--- config.mk ---
export PLATFORM = sky130hd
export DESIGN_NAME = led_fade_pwm
export DESIGN_NICKNAME = d
export VERILOG_FILES = /design/src/rtl/led_pkg.sv /design/src/rtl/led_fade_chan.sv /design/src/rtl/led_fade_pwm.sv
export SDC_FILE = /design/constraint.sdc
export NUM_CORES = 1
export LEC_CHECK = 0
export CAP_MARGIN = 5
export CORE_ASPECT_RATIO = 0.9
export CORE_MARGIN = 1.5
export CORE_UTILIZATION = 30
export CTS_CLUSTER_SIZE = 12
export DETAILED_ROUTE_END_ITERATION = 10
export GPL_TIMING_DRIVEN = 0
export PLACE_DENSITY = 0.57
export SLEW_MARGIN = 15
export SYNTH_ARGS = -nofsm -noshare
export SYNTH_HDL_FRONTEND = slang
export SYNTH_SLANG_ARGS = --single-unit
export TNS_END_PERCENT = 30
--- constraint.sdc ---
create_clock -name clk -period 3.4 [get_ports clk]
set_clock_uncertainty 0.1 [all_clocks]
set_input_delay 0.51 -clock clk [delete_from_list [all_inputs] [get_ports clk]]
set_output_delay 0.51 -clock clk [all_outputs]
set_load 0.05 [all_outputs]
--- src/rtl/led_pkg.sv ---
// Shared constants for the LED output stage: channel count, default PWM/decay
// settings and the UD assignment-delay hook used by the LED blocks.
`ifndef UD
`define UD
`endif

package led_pkg;

    localparam int LED_NUM        = 8;
    localparam int PWM_BITS_DEF   = 8;
    localparam int DECAY_DIV_DEF  = 500000;
    localparam int DECAY_STEP_DEF = 16;

endpackage : led_pkg

--- src/rtl/led_fade_chan.sv ---
// One LED channel: brightness register with saturating decay and PWM compare.
// LED_FADE_GAMMA_EN adds a registered square-law compare value (one extra cycle).
module led_fade_chan
    import led_pkg::*;
#(
    parameter int PWM_BITS   = PWM_BITS_DEF,
    parameter int DECAY_STEP = DECAY_STEP_DEF
) (
    input  logic                clk,
    input  logic                rstn,
    input  logic                en_i,
    input  logic                led_i,
    input  logic                decay_tick_i,
    input  logic [PWM_BITS-1:0] pwm_cnt_i,
    output logic                led_o
);

    localparam logic [PWM_BITS-1:0] DUTY_MAX  = {PWM_BITS{1'b1}};
    localparam logic [PWM_BITS-1:0] DUTY_ZERO = {PWM_BITS{1'b0}};
    localparam logic [PWM_BITS-1:0] STEP      = PWM_BITS'(DECAY_STEP);

    logic [PWM_BITS-1:0] duty_q;
    logic [PWM_BITS-1:0] duty_d;
    logic [PWM_BITS-1:0] cmp_s;
    logic                led_q;
    logic                led_d;

    // Next brightness: bypass load, instant full-on, saturating decay, hold.
    always_comb begin
        duty_d = duty_q;
        if (!en_i) begin
            duty_d = led_i ? DUTY_MAX : DUTY_ZERO;
        end else if (led_i) begin
            duty_d = DUTY_MAX;
        end else if (decay_tick_i) begin
            duty_d = (duty_q > STEP) ? (duty_q - STEP) : DUTY_ZERO;
        end else begin
            duty_d = duty_q;
        end
    end

`ifdef LED_FADE_GAMMA_EN
    logic [PWM_BITS:0]   duty_inc_s;
    logic [2*PWM_BITS:0] prod_s;
    logic [PWM_BITS-1:0] gamma_q;
    logic [PWM_BITS-1:0] gamma_d;

    // d*(d+1)>>PWM_BITS keeps both endpoints exact (0->0, MAX->MAX).
    always_comb begin
        duty_inc_s = {1'b0, duty_q} + {{PWM_BITS{1'b0}}, 1'b1};
        prod_s     = {{(PWM_BITS+1){1'b0}}, duty_q} * {{PWM_BITS{1'b0}}, duty_inc_s};
        gamma_d    = PWM_BITS'(prod_s >> PWM_BITS);
    end

    // Perceptual compare pipeline register.
    always_ff @(posedge clk) begin
        if (!rstn) begin
            gamma_q <= `UD DUTY_ZERO;
        end else begin
            gamma_q <= `UD gamma_d;
        end
    end

    assign cmp_s = gamma_q;
`else
    assign cmp_s = duty_q;
`endif

    // Bypass mirrors the input; otherwise high while compare exceeds the count.
    always_comb begin
        led_d = led_i;
        if (en_i) begin
            led_d = (cmp_s > pwm_cnt_i);
        end else begin
            led_d = led_i;
        end
    end

    // Channel state.
    always_ff @(posedge clk) begin
        if (!rstn) begin
            duty_q <= `UD DUTY_ZERO;
            led_q  <= `UD 1'b0;
        end else begin
            duty_q <= `UD duty_d;
            led_q  <= `UD led_d;
        end
    end

    assign led_o = led_q;

endmodule : led_fade_chan

--- src/rtl/led_fade_pwm.sv ---
// LED fade/PWM output stage: shared PWM counter and decay divider feeding one
// led_fade_chan per LED. Optional square-law curve via LED_FADE_GAMMA_EN.
module led_fade_pwm
    import led_pkg::*;
#(
    parameter int PWM_BITS   = PWM_BITS_DEF,
    parameter int DECAY_DIV  = DECAY_DIV_DEF,
    parameter int DECAY_STEP = DECAY_STEP_DEF
) (
    input  logic               clk,
    input  logic               rstn,
    input  logic               en,
    input  logic [LED_NUM-1:0] led_in,
    output logic [LED_NUM-1:0] led_out,
    output logic               pwm_wrap
);

    localparam int DIV_W = (DECAY_DIV > 2) ? $clog2(DECAY_DIV) : 1;

    // The counter stops one short of all-ones so MAX duty is solid on.
    localparam logic [PWM_BITS-1:0] PWM_LAST  = PWM_BITS'((2 ** PWM_BITS) - 2);
    localparam logic [PWM_BITS-1:0] PWM_ZERO  = {PWM_BITS{1'b0}};
    localparam logic [PWM_BITS-1:0] PWM_ONE   = PWM_BITS'(1);
    localparam logic [DIV_W-1:0]    DIV_LAST  = DIV_W'(DECAY_DIV - 1);
    localparam logic [DIV_W-1:0]    DIV_ZERO  = {DIV_W{1'b0}};
    localparam logic [DIV_W-1:0]    DIV_ONE   = DIV_W'(1);

    logic [PWM_BITS-1:0] pwm_cnt_q;
    logic [PWM_BITS-1:0] pwm_cnt_d;
    logic [DIV_W-1:0]    decay_cnt_q;
    logic [DIV_W-1:0]    decay_cnt_d;
    logic                pwm_wrap_q;
    logic                pwm_wrap_d;
    logic                decay_tick_s;

    // Free-running counters, independent of en and led_in.
    always_comb begin
        pwm_cnt_d    = pwm_cnt_q;
        pwm_wrap_d   = 1'b0;
        decay_cnt_d  = decay_cnt_q;
        decay_tick_s = 1'b0;
        if (pwm_cnt_q == PWM_LAST) begin
            pwm_cnt_d  = PWM_ZERO;
            pwm_wrap_d = 1'b1;
        end else begin
            pwm_cnt_d  = pwm_cnt_q + PWM_ONE;
            pwm_wrap_d = 1'b0;
        end
        if (decay_cnt_q == DIV_LAST) begin
            decay_cnt_d  = DIV_ZERO;
            decay_tick_s = 1'b1;
        end else begin
            decay_cnt_d  = decay_cnt_q + DIV_ONE;
            decay_tick_s = 1'b0;
        end
    end

    // Counter and wrap-pulse registers.
    always_ff @(posedge clk) begin
        if (!rstn) begin
            pwm_cnt_q   <= `UD PWM_ZERO;
            decay_cnt_q <= `UD DIV_ZERO;
            pwm_wrap_q  <= `UD 1'b0;
        end else begin
            pwm_cnt_q   <= `UD pwm_cnt_d;
            decay_cnt_q <= `UD decay_cnt_d;
            pwm_wrap_q  <= `UD pwm_wrap_d;
        end
    end

    assign pwm_wrap = pwm_wrap_q;

    for (genvar i = 0; i < LED_NUM; i++) begin : g_chan
        led_fade_chan #(
            .PWM_BITS   (PWM_BITS),
            .DECAY_STEP (DECAY_STEP)
        ) u_chan (
            .clk          (clk),
            .rstn         (rstn),
            .en_i         (en),
            .led_i        (led_in[i]),
            .decay_tick_i (decay_tick_s),
            .pwm_cnt_i    (pwm_cnt_q),
            .led_o        (led_out[i])
        );
    end

endmodule : led_fade_pwm

# --- After elaboration in Yosys (flattened, before gate mapping) ---
# Cells that the tools add are included.
classes:
  add_sub_neg: 10
  order_cmp: 16
  eq_ne: 10
  muxes: 50
  bitwise: 1
  n_reduce_logical: 2
op_table:
  columns: ["op", "count"]
  rows:
  - ["2-to-1 mux 8 bit", 40]
  - ["greater-than comparator 8 x 5 -> 1 bit, second input constant", 8]
  - ["greater-than comparator 8 bit", 8]
  - ["subtractor 8 x 5 -> 8 bit, second input constant", 8]
  - ["!= test 3 x 1 -> 1 bit, second input constant", 8]
  - ["adder 19 x 1 -> 19 bit, second input constant", 1]
  - ["equality test 19 bit, second input constant", 1]
  - ["2-to-1 mux 1 bit", 10]
  - ["adder 8 x 1 -> 8 bit, second input constant", 1]
  - ["equality test 8 bit, second input constant", 1]
  - ["OR reduction 2 bit", 2]
  - ["NOT 1 bit", 1]
totals:
  regBits: 100
  inputBits: 11
  elab_cells: 108

# --- Depth between registers and ports, before layout ---
# Gate-level depths: netlist of run 1.
logic_depth:
  ltp_word: 5
  mapped_depth: 9
  mapped_depth_nobuf: 7

# --- Cells and area by module ---
# From an unflattened synthesis of run 1, not the netlist that was laid out.
hier_totals:
  hier_cells: 651
  area_unflattened_um2: 5380.2
by_module_without_submodules:
  columns: ["module", "n_inst", "cells_each", "area_per_inst_um2"]
  rows:
  - ["led_fade_chan", 8, 64, 514.2]
  - ["led_fade_pwm", 1, 139, 1266.2]

# --- Least setup slack after synthesis of run 1 ---
# OpenSTA, ideal clock, no wires.
synth_path:
  kind: "register to register"
  startpoint: "register decay_cnt_q[0]"
  endpoint: "register g_chan[0].u_chan.duty_q[7]"
  t_arrival_ps: 1685
  required_ps: 3175
  setup_slack_ps: 1490
  path_stages_with_launch: 10
  period_less_slack_ps: 1910
  cell_sequence: "dfxtp_1 > ha_1 > and4_1 > and3_1 > buf_6 > nand2_4 > buf_6 > buf_2 > nor2_1 > o41a_1"
synth_via:
  elab_chain_len: 3
synth_rtl:
  columns: ["item", "line_no", "rtl"]
  rows:
  - ["start, declared", "led_fade_pwm.sv:30", "logic [DIV_W-1:0] decay_cnt_q;"]
  - ["start signal, assigned", "led_fade_pwm.sv:62", "decay_cnt_q <= `UD DIV_ZERO;"]
  - ["start signal, assigned", "led_fade_pwm.sv:66", "decay_cnt_q <= `UD decay_cnt_d;"]
  - ["equality test 19 bit", "led_fade_pwm.sv:49", "if (decay_cnt_q == DIV_LAST) begin"]
  - ["2-to-1 mux 1 bit", "led_fade_pwm.sv:49", null]
  - ["!= test 3 x 1 -> 1 bit (no line)", null, null]
  - ["end signal, assigned", "led_fade_chan.sv:82", "duty_q <= `UD DUTY_ZERO;"]
  - ["end signal, assigned", "led_fade_chan.sv:85", "duty_q <= `UD duty_d;"]
  - ["end, declared", "led_fade_chan.sv:22", "logic [PWM_BITS-1:0] duty_q;"]
# No other way between the ends.
# A chain may end at the register's enable or synchronous reset.

# --- Worst setup path after layout of run 1 ---
layout_path:
  startpoint: "input en"
  endpoint: "register g_chan[5].u_chan.led_q"
layout_via:
  elab_chain_len: 1
layout_rtl:
  columns: ["item", "line_no", "rtl"]
  rows:
  - ["start, declared", "led_fade_pwm.sv:12", "input logic en,"]
  - ["2-to-1 mux 1 bit", "led_fade_chan.sv:72", "if (en_i) begin"]
  - ["end signal, assigned", "led_fade_chan.sv:83", "led_q <= `UD 1'b0;"]
  - ["end signal, assigned", "led_fade_chan.sv:86", "led_q <= `UD led_d;"]
  - ["end, declared", "led_fade_chan.sv:25", "logic led_q;"]
# No other way between the ends.

==> flow_summary.json, run 1 <==
{
  "ys_types": 47,
  "syn_to_final_growth_pct": 14.8,
  "finalPower_mw": 2.41,
  "ys_warn_count": 0,
  "peakVddDrop_v": 0.000272,
  "pwr-share-clk_pct": 39.0,
  "cts_resized": 0,
  "violations": "DRC",
  "critPathMostFrequentCell": "clkbuf_1",
  "dieArea_mm2": 0.0175,
  "grt_overflow": 0,
  "routed_wl_um": 13200,
  "p_leak_nw": 2.42,
  "max_slew_margin_pct": 50.5,
  "cts_tree": "built",
  "finalSetupViolCount": 0,
  "power.density_mw_per_mm2": 420,
  "status": "complete, but fails checks",
  "most-common-layout-cells": "83 x ha_1, 76 x dfxtp_1, 53 x nor2_1",
  "synth_edf_count": 0,
  "p_comb_share_pct": 19.3,
  "startpoint_type": "input port",
  "cpLargestDelayFamily": "buffers and inverters",
  "maxCapViolCount": 0,
  "intPower_mw": 1.70,
  "syn_nets": 671,
  "drt_pre_antenna_iters": 8,
  "clockBufferDepth": 2,
  "end_kind": "flip-flop",
  "arrival_ps": 2720,
  "critPathBufInv": 3,
  "p_sw_uw": 713,
  "ctsHoldBuffers": 0,
  "hold_violations": 0,
  "numClockSinks": 76,
  "fp-row-count": 44,
  "io_pins": 20,
  "core_mm2": 0.0162,
  "avgRoutedWirePerCell_um": 16.1,
  "crit_fanout": 10,
  "synthCells": 577,
  "final_max_slew_viol_count": 0,
  "clkSlewWorstSetupHoldPaths_ps": 60,
  "grt_max_degree": 15,
  "io_buffers": 19,
  "final_util_pct": 35.4,
  "switching_share_pct": 29.5,
  "synthFlopType": "dfxtp_1",
  "synth_area_per_cell_um2": 8.67,
  "regArea_mm2": 0.00152,
  "slowest_delay_ps": 530,
  "worstMarginPinSlew_ps": 743,
  "multi_input_area_mm2": 0.00317,
  "worstPathCellList": "clkdlybuf4s50_1, clkbuf_1, clkbuf_1, o21ai_0, a211oi_1",
  "async_flop_share_pct": 0,
  "grt_pass1_wl_um": 21600,
  "grt_usage_pct": 15.7,
  "synthTopCellsByArea": "dfxtp_1 30%, ha_1 21%, nor2_1 4.0%",
  "diodes": 0,
  "antenna_found_initial": 0,
  "yosysTopAreaCell": "dfxtp_1",
  "synth_area_mm2": 0.00500,
  "initial_utilization_pct": 30.8,
  "die_width_um": 139,
  "ys_seq_area_share_pct": 30.4,
  "max_freq_mhz": 387,
  "final_common_cell": "ha_1",
  "fin_crit_ps": 2590,
  "synth_top_area_share_pct": 30.4,
  "vias": 4382,
  "cp.required_ps": 3540,
  "hold_class": "reg -> reg",
  "grt_pass1_vias": 4234,
  "period_share_pct": 76.0,
  "die_h_um": 126,
  "slowest_stage": "clkbuf_1",
  "final_net_count": 701,
  "drt-initial-drc-count": 262,
  "cts_buffers": 9,
  "clk_latency_ps": 350,
  "setup-tns-final_ps": 0,
  "drc": 1,
  "htreeDepth": 3,
  "ant_nets": 0,
  "n_fill_cell": 1601,
  "vias_per_cell": 5.35,
  "power.sequential.fraction_pct": 41.6,
  "place.gp.congestion": 0.823,
  "whs_ps": 353,
  "rsz0062_at_grt": "no",
  "dpl.hpwl_um": 9270,
  "critical_path_class": "in -> reg",
  "clock-root-buffer": "clkbuf_16",
  "postCtsSetupBuffers": 0,
  "synth-seq-cells": 76,
  "drive_above_1_share_pct": 6.05
}
-- area by class of cell --
class | count | area share, %
inverter | 49 | 3.20
buffer | 20 | 2.24
sequential | 76 | 26.5
multi-input combinational | 432 | 55.2
tap | 207 | 4.51
clock buffer | 12 | 4.64
clock inverter | 4 | 0.392
timing repair buffer | 19 | 3.31
-- kinds of logic after synthesis --
| kind of cell | Yosys count | share of synthesized area (%) |
|---|---|---|
| AOI/OAI and AO/OA | 136 | 18.2 |
| adders and majority gates | 83 | 20.8 |
| muxes | 5 | 1.03 |
| DFF | 76 | 30.4 |
| buffers and inverters | 69 | 6.25 |
| and+or+nand+nor | 184 | 19.2 |
| xor gates and xnor gates | 24 | 4.20 |
-- synth_stat cells, types with 2 or more instances --
master / n
nand3b_1: 3
xor2_1: 10
a21boi_0: 2
nor2_1: 53
nand2b_1: 2
or4_1: 6
buf_4: 9
a311oi_1: 3
o21a_1: 2
ha_1: 83
nor2b_1: 16
a31o_2: 2
xnor2_1: 14
nand3_1: 15
o31ai_1: 2
mux2i_1: 4
and4_1: 5
a31oi_1: 12
clkbuf_1: 5
inv_1: 49
nand4_1: 20
a2111oi_0: 8
a21o_1: 17
o21ai_0: 25
a211oi_1: 5
nand2_1: 20
a21oi_1: 32
a21boi_1: 3
o31a_1: 6
o211ai_1: 9
nor3_1: 21
nor4_1: 2
buf_2: 4
dfxtp_1: 76
and3_1: 12
or3_1: 5
o41a_1: 3
buf_6: 2
o311ai_1: 2
-- worst paths after layout --
path	from	endpoint	slack (ps)	depth (start not counted)
worst min-delay path	decay_cnt_q[0]	decay_cnt_q[0]	350	1
worst max-delay path	en	g_chan[5].u_chan.led_o	810	5
worst max register to register	decay_cnt_q[0]	g_chan[7].u_chan.cmp_s[5]	990	9
worst min register to register	decay_cnt_q[0]	decay_cnt_q[0]	350	1
-- flip-flops by register name, indices dropped and copies added (netlist names) --
signal,count
decay_cnt_q,19
pwm_wrap,1
g_chan.u_chan.led_o,8
g_chan.u_chan.cmp_s,40
pwm_cnt_q,8
-- per-stage QoR --
step | instance area (um2) | std cells | setup WS, ps
detailed placement | 5450 | 803 | 430
global route | 5740 | 819 | 604
floorplan | 5000 | 577 | 1490
finish | 5740 | 819 | 814
global placement | 5450 | 803 | 459
CTS | 5740 | 819 | 791
-- per-layer routing --
layer | GRT usage, % | vias to the layer above | share of wire [%]
li1 | - | 2167 | -
met1 | 20.9 | 2105 | 50
met2 | 25.2 | 94 | 45
met3 | 2.37 | 16 | 3.5
met4 | 6.76 | 0 | 1.8
met5 | 0 | - | 0
-- worst register-to-register path: cells and delay by family (launching register included) --
family | cells | cell delay [ps]
buffers and inverters | 3 | 870
AND/OR/NAND/NOR | 4 | 620
flip-flops | 1 | 320
adder cells (fa/ha/maj) | 1 | 240
AO/OA/AOI/OAI | 1 | 180
-- power by group through the flow --
stage	clock network, mW	registers [mW]	logic, mW
after floorplan	0	1.00	0.345
after global placement	0	1.02	0.436
after detailed placement	0	1.02	0.460
after CTS	0.967	1.00	0.463
after global routing	0.993	1.01	0.528
final	0.942	1.01	0.467
Note: power is estimated with default switching activity, not from simulation.
==> run 2, diff against run 1 <==
--- a/config.mk
+++ b/config.mk
@@ -12,7 +12,7 @@
 export CTS_CLUSTER_SIZE = 12
 export DETAILED_ROUTE_END_ITERATION = 10
 export GPL_TIMING_DRIVEN = 0
-export PLACE_DENSITY = 0.57
+export PLACE_DENSITY = 0.59
 export SLEW_MARGIN = 15
 export SYNTH_ARGS = -nofsm -noshare
 export SYNTH_HDL_FRONTEND = slang
==> constraint.sdc (replaced) <==
create_clock -name clk -period 2.3 [get_ports clk]
set_clock_uncertainty 0.1 [all_clocks]
set_input_delay 0.345 -clock clk [delete_from_list [all_inputs] [get_ports clk]]
set_output_delay 0.345 -clock clk [all_outputs]
set_load 0.05 [all_outputs]
==> run 2 against run 1 <==
Effect of this change: the run still ends with DRC left; sequential share of layout area increased by 0.052 points; register-to-register slack lost 900 ps; non-clock buffer count unchanged; total power is 44% higher; count of clock-buffer cells in the layout unchanged; global-route usage fell by 0.27 points; wire length shrank 0.27%; critical endpoint is now g_chan[7].u_chan.led_o; largest power group unchanged.
==> flow_summary.json, run 2 (synthesis gave the netlist of run 1 again) <==
{
  "status": "complete, but fails checks",
  "violations": "DRC",
  "peakVddDrop_v": 0.000296,
  "slowest_stage": "clkdlybuf4s50_1",
  "antenna_found_initial": 0,
  "vias_per_cell": 5.45,
  "cp.required_ps": 2440,
  "clock-root-buffer": "clkbuf_16",
  "drt-initial-drc-count": 331,
  "end_kind": "flip-flop",
  "worstMarginPinSlew_ps": 805,
  "dp.cells": 803,
  "hold_class": "reg -> reg",
  "arrival_ps": 2430,
  "die_width_um": 139,
  "clockBufferDepth": 2,
  "worstPathCellList": "clkdlybuf4s50_1, clkbuf_1, o21ai_0, a211oi_1",
  "place.gp.congestion": 0.882,
  "cts_tree": "built",
  "cpLargestDelayFamily": "buffers and inverters",
  "most-common-layout-cells": "82 x ha_1, 76 x dfxtp_1, 53 x nor2_1",
  "maxCapViolCount": 0,
  "clk_latency_ps": 350,
  "cts_buffers": 9,
  "initial_utilization_pct": 30.8,
  "max_freq_mhz": 437,
  "hold_violations": 0,
  "layout.cells.non_filler": 819,
  "rsz0062_at_grt": "yes",
  "drive_above_1_share_pct": 6.05,
  "vias": 4464,
  "routed_wl_um": 13100,
  "startpoint_type": "input port",
  "io_pins": 20,
  "final_common_cell": "ha_1",
  "fp-row-count": 44,
  "grt_usage_pct": 15.4,
  "htreeDepth": 3,
  "ant_nets": 0,
  "dpl.hpwl_um": 9400,
  "clkSlewWorstSetupHoldPaths_ps": 60,
  "period_share_pct": 99.5,
  "finalSetupViolCount": 0,
  "max_slew_margin_pct": 45.8,
  "ctsHoldBuffers": 0,
  "grt_pass1_vias": 4380,
  "drt_pre_antenna_iters": 8,
  "grt_overflow": 0,
  "slowest_delay_ps": 660,
  "largest_reg_flops": 40,
  "fin_crit_ps": 2290,
  "numClockSinks": 76,
  "power.density_mw_per_mm2": 608,
  "avgRoutedWirePerCell_um": 16.0,
  "p_leak_nw": 2.40,
  "final_max_slew_viol_count": 0,
  "grt_max_degree": 15,
  "io_buffers": 19,
  "critPathBufInv": 2,
  "die_h_um": 126,
  "final_net_count": 701,
  "crit_fanout": 10,
  "final_util_pct": 35.3,
  "diodes": 0,
  "critical_path_class": "in -> reg",
  "core_mm2": 0.0162,
  "syn_to_final_growth_pct": 14.5,
  "grt_pass1_wl_um": 21300,
  "dieArea_mm2": 0.0175,
  "drc": 4
}
==> run 2: what timing repair did <==
action,CTS,global route
setup buffers,0,0
endpoints found under the setup margin,13,27
resized for setup,3,6
hold endpoints to repair,0,0
pin swaps,0,0
==> run 2: final timing paths <==
| path | startpoint | end | slack [ps] | depth (start not counted) |
|---|---|---|---|---|
| setup / recovery | rstn | g_chan[7].u_chan.led_o | 10 | 4 |
| hold / removal | decay_cnt_q[0] | decay_cnt_q[0] | 350 | 1 |
| hold reg to reg | decay_cnt_q[0] | decay_cnt_q[0] | 350 | 1 |
| setup reg to reg | decay_cnt_q[0] | decay_cnt_q[11] | 90 | 9 |
==> run 2: routing by layer <==
metal	part of all wire, %	up-vias	global-route usage, %	wire [um]
met5	0	-	0	0
met4	2.2	0	7.51	295
met3	5.0	24	2.41	659
met2	47	120	25.7	6140
met1	46	2149	19.4	6030
li1	-	2171	-	-
==> run 2: final cells by class <==
cell class	instances	area [um2]
Clock inverter	4	26.3
Timing Repair Buffer	19	190
Multi-Input combinational cell	432	3170
Fill cell	1625	10500
Buffer	20	141
Inverter	49	184
Sequential cell	76	1520
Clock buffer	12	236
Tap cell	207	259
==> run 2: through the flow <==
| step | setup slack, ps | hold WS (ps) | power, mW | setup TNS (ps) | area (um2) |
|---|---|---|---|---|---|
| floorplan | 390 | 318 | 1.99 | 0 | 5000 |
| global placement | -460 | 337 | 2.15 | -5820 | 5450 |
| detailed placement | -392 | 343 | 2.19 | -6170 | 5450 |
| CTS | 30.0 | 351 | 3.50 | 0 | 5720 |
| global route | -69.9 | 370 | 3.65 | -541 | 5730 |
| finish | 11.3 | 355 | 3.49 | 0 | 5730 |
==> run 2: where the power goes <==
group	internal [mW]	switching, mW	leakage (nW)	total (mW)
Clock	0.730	0.581	0.127	1.31
Sequential	1.39	0.0921	0.627	1.49
Combinational	0.308	0.381	1.65	0.689
